$ cat src/rtl/jtag_pkg.sv
// rtl/jtag_pkg.sv - TAP state encoding, opcodes, IR capture pattern and next-state function
package jtag_pkg;

    typedef enum logic [3:0] {
        TLR     = 4'hF,
        RTI     = 4'hC,
        SELDR   = 4'h7,
        CAPDR   = 4'h6,
        SHDR    = 4'h2,
        EX1DR   = 4'h1,
        PAUSEDR = 4'h3,
        EX2DR   = 4'h0,
        UPDDR   = 4'h5,
        SELIR   = 4'h4,
        CAPIR   = 4'hE,
        SHIR    = 4'hA,
        EX1IR   = 4'h9,
        PAUSEIR = 4'hB,
        EX2IR   = 4'h8,
        UPDIR   = 4'hD
    } tap_state_t;

    typedef enum logic [1:0] {
        SEL_BYPASS,
        SEL_IDCODE,
        SEL_USER
    } dr_sel_t;

    localparam int unsigned OP_IDCODE  = 1;
    localparam int unsigned OP_USER    = 2;
    localparam logic [1:0]  IR_CAPTURE = 2'b01;

    function automatic tap_state_t tap_next(input tap_state_t s, input logic tms);
        case (s)
            TLR:     return tms ? TLR     : RTI;
            RTI:     return tms ? SELDR   : RTI;
            SELDR:   return tms ? SELIR   : CAPDR;
            CAPDR:   return tms ? EX1DR   : SHDR;
            SHDR:    return tms ? EX1DR   : SHDR;
            EX1DR:   return tms ? UPDDR   : PAUSEDR;
            PAUSEDR: return tms ? EX2DR   : PAUSEDR;
            EX2DR:   return tms ? UPDDR   : SHDR;
            UPDDR:   return tms ? SELDR   : RTI;
            SELIR:   return tms ? TLR     : CAPIR;
            CAPIR:   return tms ? EX1IR   : SHIR;
            SHIR:    return tms ? EX1IR   : SHIR;
            EX1IR:   return tms ? UPDIR   : PAUSEIR;
            PAUSEIR: return tms ? EX2IR   : PAUSEIR;
            EX2IR:   return tms ? UPDIR   : SHIR;
            UPDIR:   return tms ? SELDR   : RTI;
            default: return TLR;
        endcase
    endfunction

endpackage

$ cat src/rtl/jtag_tap_fsm.sv
// rtl/jtag_tap_fsm.sv - 16-state TAP controller with registered state-decode strobes
module jtag_tap_fsm
    import jtag_pkg::*;
(
    input  logic       tck,
    input  logic       trst,
    input  logic       tms,
    output tap_state_t state,
    output logic       tlr,
    output logic       capture_dr,
    output logic       shift_dr,
    output logic       update_dr,
    output logic       capture_ir,
    output logic       shift_ir,
    output logic       update_ir
);

    tap_state_t nxt;

    always_comb nxt = tap_next(state, tms);

    // strobes are decoded from the next state so they line up with the state register
    always_ff @(posedge tck or posedge trst) begin
        if (trst) begin
            state      <= TLR;
            tlr        <= 1'b1;
            capture_dr <= 1'b0;
            shift_dr   <= 1'b0;
            update_dr  <= 1'b0;
            capture_ir <= 1'b0;
            shift_ir   <= 1'b0;
            update_ir  <= 1'b0;
        end else begin
            state      <= nxt;
            tlr        <= (nxt == TLR);
            capture_dr <= (nxt == CAPDR);
            shift_dr   <= (nxt == SHDR);
            update_dr  <= (nxt == UPDDR);
            capture_ir <= (nxt == CAPIR);
            shift_ir   <= (nxt == SHIR);
            update_ir  <= (nxt == UPDIR);
        end
    end

endmodule

$ cat src/rtl/jtag_tap.sv
// rtl/jtag_tap.sv - JTAG TAP with IR, BYPASS, IDCODE and optional USER DR (JTAG_USERREG_EN)
module jtag_tap
    import jtag_pkg::*;
#(
    parameter int          IR_W   = 4,
    parameter logic [31:0] IDCODE = 32'h1000_0001,
    parameter int          USER_W = 8
) (
    input  logic              tck,
    input  logic              trst,
    input  logic              tms,
    input  logic              tdi,
    output logic              tdo,
    output logic              tdo_oe,
    output logic [3:0]        tap_state,
    output logic [IR_W-1:0]   ir_q
`ifdef JTAG_USERREG_EN
    ,
    output logic [USER_W-1:0] user_q,
    output logic              user_update
`endif
);

    if (IR_W < 2 || USER_W < 1 || IDCODE[0] != 1'b1) begin : g_param_check
        $error("jtag_tap: illegal parameter set");
    end

    tap_state_t      state;
    logic            tlr, capture_dr, shift_dr, update_dr, capture_ir, shift_ir, update_ir;
    logic [IR_W-1:0] ir_sr;
    logic [31:0]     id_sr;
    logic            bypass_sr;
    dr_sel_t         sel;
    logic            dr_lsb;
    logic            tdo_d;

    jtag_tap_fsm u_fsm (
        .tck        (tck),
        .trst       (trst),
        .tms        (tms),
        .state      (state),
        .tlr        (tlr),
        .capture_dr (capture_dr),
        .shift_dr   (shift_dr),
        .update_dr  (update_dr),
        .capture_ir (capture_ir),
        .shift_ir   (shift_ir),
        .update_ir  (update_ir)
    );

    assign tap_state = state;

    // unrecognised opcodes fall through to BYPASS
    always_comb begin
        sel = SEL_BYPASS;
        if (ir_q == IR_W'(OP_IDCODE))
            sel = SEL_IDCODE;
`ifdef JTAG_USERREG_EN
        else if (ir_q == IR_W'(OP_USER))
            sel = SEL_USER;
`endif
    end

    always_ff @(posedge tck or posedge trst) begin
        if (trst) begin
            ir_sr <= '0;
            ir_q  <= IR_W'(OP_IDCODE);
        end else begin
            if (capture_ir)
                ir_sr <= IR_W'(IR_CAPTURE);
            else if (shift_ir)
                ir_sr <= {tdi, ir_sr[IR_W-1:1]};
            if (tlr)
                ir_q <= IR_W'(OP_IDCODE);
            else if (update_ir)
                ir_q <= ir_sr;
        end
    end

    always_ff @(posedge tck or posedge trst) begin
        if (trst) begin
            id_sr     <= '0;
            bypass_sr <= 1'b0;
        end else if (capture_dr) begin
            id_sr     <= IDCODE;
            bypass_sr <= 1'b0;
        end else if (shift_dr) begin
            if (sel == SEL_IDCODE)
                id_sr <= {tdi, id_sr[31:1]};
            else if (sel == SEL_BYPASS)
                bypass_sr <= tdi;
        end
    end

`ifdef JTAG_USERREG_EN
    logic [USER_W-1:0] user_sr;

    assign user_update = update_dr && (sel == SEL_USER);

    // concatenate-then-shift keeps USER_W == 1 legal
    always_ff @(posedge tck or posedge trst) begin
        if (trst) begin
            user_sr <= '0;
            user_q  <= '0;
        end else begin
            if (capture_dr && sel == SEL_USER)
                user_sr <= user_q;
            else if (shift_dr && sel == SEL_USER)
                user_sr <= USER_W'({tdi, user_sr} >> 1);
            if (user_update)
                user_q <= user_sr;
        end
    end
`else
    logic unused_update_dr;
    assign unused_update_dr = update_dr;
`endif

    always_comb begin
        dr_lsb = bypass_sr;
        case (sel)
            SEL_IDCODE: dr_lsb = id_sr[0];
`ifdef JTAG_USERREG_EN
            SEL_USER:   dr_lsb = user_sr[0];
`endif
            default:    dr_lsb = bypass_sr;
        endcase
        tdo_d = shift_ir ? ir_sr[0] : (shift_dr ? dr_lsb : 1'b0);
    end

    always_ff @(negedge tck or posedge trst) begin
        if (trst) begin
            tdo    <= 1'b0;
            tdo_oe <= 1'b0;
        end else begin
            tdo    <= tdo_d;
            tdo_oe <= shift_dr | shift_ir;
        end
    end

endmodule

$ cat config.mk
export PLATFORM = sky130hd
export DESIGN_NAME = jtag_tap
export DESIGN_NICKNAME = d
export VERILOG_FILES = /design/src/rtl/jtag_pkg.sv /design/src/rtl/jtag_tap_fsm.sv /design/src/rtl/jtag_tap.sv
export SDC_FILE = /design/constraint.sdc
export NUM_CORES = 1
export LEC_CHECK = 0
export BUFFER_PORTS_ARGS = -buffer_cell sky130_fd_sc_hd__buf_2
export CAP_MARGIN = 40
export CORE_MARGIN = 4
export CORE_UTILIZATION = 55
export DETAILED_ROUTE_END_ITERATION = 10
export PLACE_DENSITY = 0.82
export SLEW_MARGIN = 30
export SYNTH_ARGS = -nofsm -noshare
export SYNTH_HDL_FRONTEND = slang
export SYNTH_HIERARCHICAL = 1
export SYNTH_SLANG_ARGS = --single-unit
export TNS_END_PERCENT = 50
$ cat constraint.sdc
create_clock -name tck -period 1.9 [get_ports tck]
set_input_delay 0.38 -clock tck [delete_from_list [all_inputs] [get_ports tck]]
set_output_delay 0.38 -clock tck [all_outputs]
set_load 0.005 [all_outputs]
[Word level (Yosys, flattened, before mapping)]
Cells that the tools add are included.
Cells by class
  mux-type cells: 28
  reduce and logical (&&, ||, !) cells: 12
  multipliers: 0
  shift operators: 0
  equal/unequal tests: 24
  divide/modulo/power cells: 0
  magnitude comparators: 0
  add/sub/neg operators: 0
  bitwise logic cells: 1
Operator list (count)
  32-bit two-way mux: 3
  4-bit == test, second input constant: 12
  4-bit case mux with 12 select lines: 1
  4-bit by 3-bit == test with 1-bit output, second input constant: 5
  4-bit two-way mux: 5
  4-bit by 2-bit == test with 1-bit output, second input constant: 3
  2-bit two-way mux: 6
  3-bit two-way mux: 4
  2-bit nonzero test: 5
  1-bit two-way mux: 9
  4-bit by 1-bit == test with 1-bit output, second input constant: 2
  4-bit logical NOT: 1
  2-bit OR reduction: 2
  3-bit AND reduction: 1
  3-bit OR reduction: 1
  2-bit by 1-bit == test with 1-bit output, second input constant: 1
  2-bit logical NOT: 1
  2-bit by 1-bit inequality test with 1-bit output, second input constant: 1
  2-bit AND reduction: 1
  1-bit bitwise OR: 1
Storage, ports and cells
  bits in read-only memories: 0
  memories kept: 0
  bits in latches: 0
  bits in writable memories: 0
  output and inout bits: 10
  register bits after elaboration: 53
  word-level logic and storage cells: 78
  input bits: 4

[Logic depth before layout (Yosys ltp)]
  word-level depth: 7
  mapped depth: 4
  depth with buffers taken out: 3

[Hierarchy]
Netlist, hierarchy kept.
Modules (own cells, without submodules)
  jtag_tap: area an instance 1656.6 um2, times used 1, cells an instance 120, sequential area each 1077.3 um2
  jtag_tap_fsm: area an instance 495.5 um2, times used 1, cells an instance 44, sequential area each 281.5 um2

==> summary.md <==
| Metric | Value |
|---|---|
| Status | finished, violations left |
| Failing checks | setup timing |
| Vias in the first global route | approximately 1,300 |
| Lkg Pwr | about 0.0012 uW |
| Delay-heaviest family, CP | flip-flops |
| I/O pins | 14 |
| Critical path startpoint | ir_q[0]$_DFFE_PP1P_ |
| Setup slack after layout | -0.285 ns |
| CP Launch Type | register |
| Power Total | 3300 uW |
| WS Path Type | reg -> reg |
| Dpl ws | -0.272 ns |
| DRC viols | 0 |
| Internal | 2300 uW |
| Clock sinks | 53 |
| Reg2Reg Launch Point | ir_q[0]$_DFFE_PP1P_ |
| Worst Path Buf+Inv | 0 |
| Combinational Power Share | roughly 27% |
| Critical path arrival | around 1.4 ns |
| Post-CTS Hold Buffers | 0 |
| Slew at the pin closest to its max-slew limit | 0.729 ns |
| Slowest CP cell | dfstp_2 |
| First-pass GRT wire length | 6300 um |
| Layout cells sized above 1 | 23.5% |
| Worst-path fanout max | 2 |
| Area grow syn2layout | 11.9% |
| Post-layout nets | 182 |
| DRT Pass-1 Iters | 6 |
| Drt total wl | 3490 um |
| Worst path cell trace | nor4b_4 -> mux2i_1 -> o31ai_1 |
| DRT iter0 DRCs | about 130 |
| Clk_lat worst skew | approximately 0.3 ns |
| Core Rows | 22 |
| Skew final | 0.0119 ns |
| Max incr delay on CP | 0.54 ns |
| Slew Limit Fails | 0 |
| Overflow after GRT | 0 |
| Post-route ant nets | 0 |
| CTS tree | built |
| Die footprint | 0.00491 mm^2 |
| Maximum clock insertion buffer count | 2 |
| Reg2reg setup slack | -0.28 ns |
| Synthesized area per cell | around 13 um^2 |
| Sequential share of power | roughly 50% |
| CP Capture Type | register |
| # diodes | 0 |
| Root Driver | clkbuf_8 |
| Htree depth | 2 |
| GPL Wtd Cong | 0.777 |
| Switch share | 30.4% |
| Synthesized Nets | 166 |
| Post-Syn Instances | around 160 |
| Max Cap Violations | 0 |
| Critical Path RT | 1.10 ns |
| Cell Pwr Density | 1390 mW/mm^2 |
| Filler cells | 276 |
| Die Y | 70.1 um |
| Path category of the worst min-delay check | in -> async |
| Largest net degree at the start of global routing | 42 |
| Peak supply drop | between 0.8 and 0.9 mV |
| Vias/cell | about 5.8 |
| Yosys warns | 6 |
| Register area | between 0.001 and 0.0015 mm^2 |
| Post-CTS sizing | 0 |
| WL/cell | roughly 15 um |
| RSZ-0062 raised after global routing | yes |
| Multi-input logic area | 713 um^2 |
| Antenna violations before repair | 0 |
| Clock Pin Slew Worst Setup and Hold Paths | 0.09 ns |
| Setup violations, final | 3 |
| Initial Util | a little under three fifths |
| Slew HR | 51.3% |
| Hold Vio Cnt, Final | 0 |
| Detail Placement HPWL | approximately 2300 um |
| Sw Pwr | a little over 1000 uW |
| Gr usage total | 16.1% |
| Die X | around 70 um |
| Port Buffer Count | 13 |
| Total number of vias | 1,307 |
| Clk pwr share | a little under a quarter |
| CTS Buf Count | 5 |
| Cell area after synthesis | 0.00212 mm^2 |
| Core footprint | 0.00369 mm^2 |
==> flip-flops by register name, indices dropped and copies added, names as in the netlist <==
| register | flops |
|---|---|
| u_fsm/tlr | 1 |
| u_fsm/shift_dr | 1 |
| tdo | 1 |
| u_fsm/update_ir | 1 |
| ir_q | 4 |
| tdo_oe | 1 |
| u_fsm/capture_ir | 1 |
| id_sr | 32 |
| bypass_sr | 1 |
| ir_sr | 4 |
| u_fsm/state | 4 |
| u_fsm/capture_dr | 1 |
| u_fsm/shift_ir | 1 |
==> placed cells by master, fill, tap and decap left out, types with 2 or more instances in the layout <==
cell	instances
dfrtn_1	2
nand2b_1	5
nor2b_1	3
nor2_1	8
mux2i_1	9
nor4b_1	2
buf_4	8
a21oi_1	5
dfstp_2	6
nor4_1	2
a211o_1	2
a22o_1	29
nand3_1	3
inv_1	4
buf_2	13
o21ai_0	2
nor3_1	2
nand2_1	5
clkbuf_8	6
dfrtp_1	45
==> cell type report <==
cell class	instances	area share [%]
repair buffers	21	5.28
flip-flops and latches	53	56.3
inverters	5	0.950
well taps	48	2.53
clock inverters	1	1.27
clock buffers	7	3.64
multi-input cells	92	30.1
==> worst paths after layout <==
path,end,depth (start not counted)
setup / recovery,tdo$_DFF_NP0_,3
hold / removal,u_fsm/capture_ir$_DFF_PP0_,2
setup reg to reg,tdo$_DFF_NP0_,3
hold reg to reg,ir_sr[3]$_DFFE_PP0P_,1
max in group asynchronous,tdo$_DFF_NP0_,2
min in group tck,id_sr[31]$_DFFE_PP0P_,3
==> power by group through the flow <==
stage / Sequential, uW / Clock, uW / Combinational, uW
after floorplan: 1570 / 0 / 690
after global placement: 1650 / 0 / 839
after detailed placement: 1670 / 0 / 896
after CTS: 1650 / 775 / 902
after global routing: 1700 / 833 / 988
final: 1650 / 760 / 890
==> timing repair <==
item | CTS | global route
endpoints found under the hold margin | 0 | 0
pin swaps | 0 | 1
buffers inserted | 0 | 0
setup endpoints to repair | 3 | 8
==> per-layer routing <==
layer / up-vias / GRT usage, % / part of all wire [%]
met2: 28 / 23.2 / 45
met3: 2 / 4.89 / 4.4
li1: 621 / - / -
met1: 656 / 23.6 / 50
met5: - / 0 / 0
met4: 0 / 4.68 / 0.54
==> per-stage QoR <==
stage	TNS [ns]	util, %	hold WS [ns]	cell area, um^2	cells
2_1_floorplan	-0.320	-	0.217	2130	162
3_3_place_gp	-0.218	60.9	0.387	2250	219
5_1_grt	-0.840	64.3	0.0858	2370	227
6_report	-0.714	64.3	0.0682	2370	227
3_5_place_dp	-0.272	61.1	0.393	2250	219
4_1_cts	-0.731	64.3	0.0718	2370	227
Power figures use the tool's default switching activity.
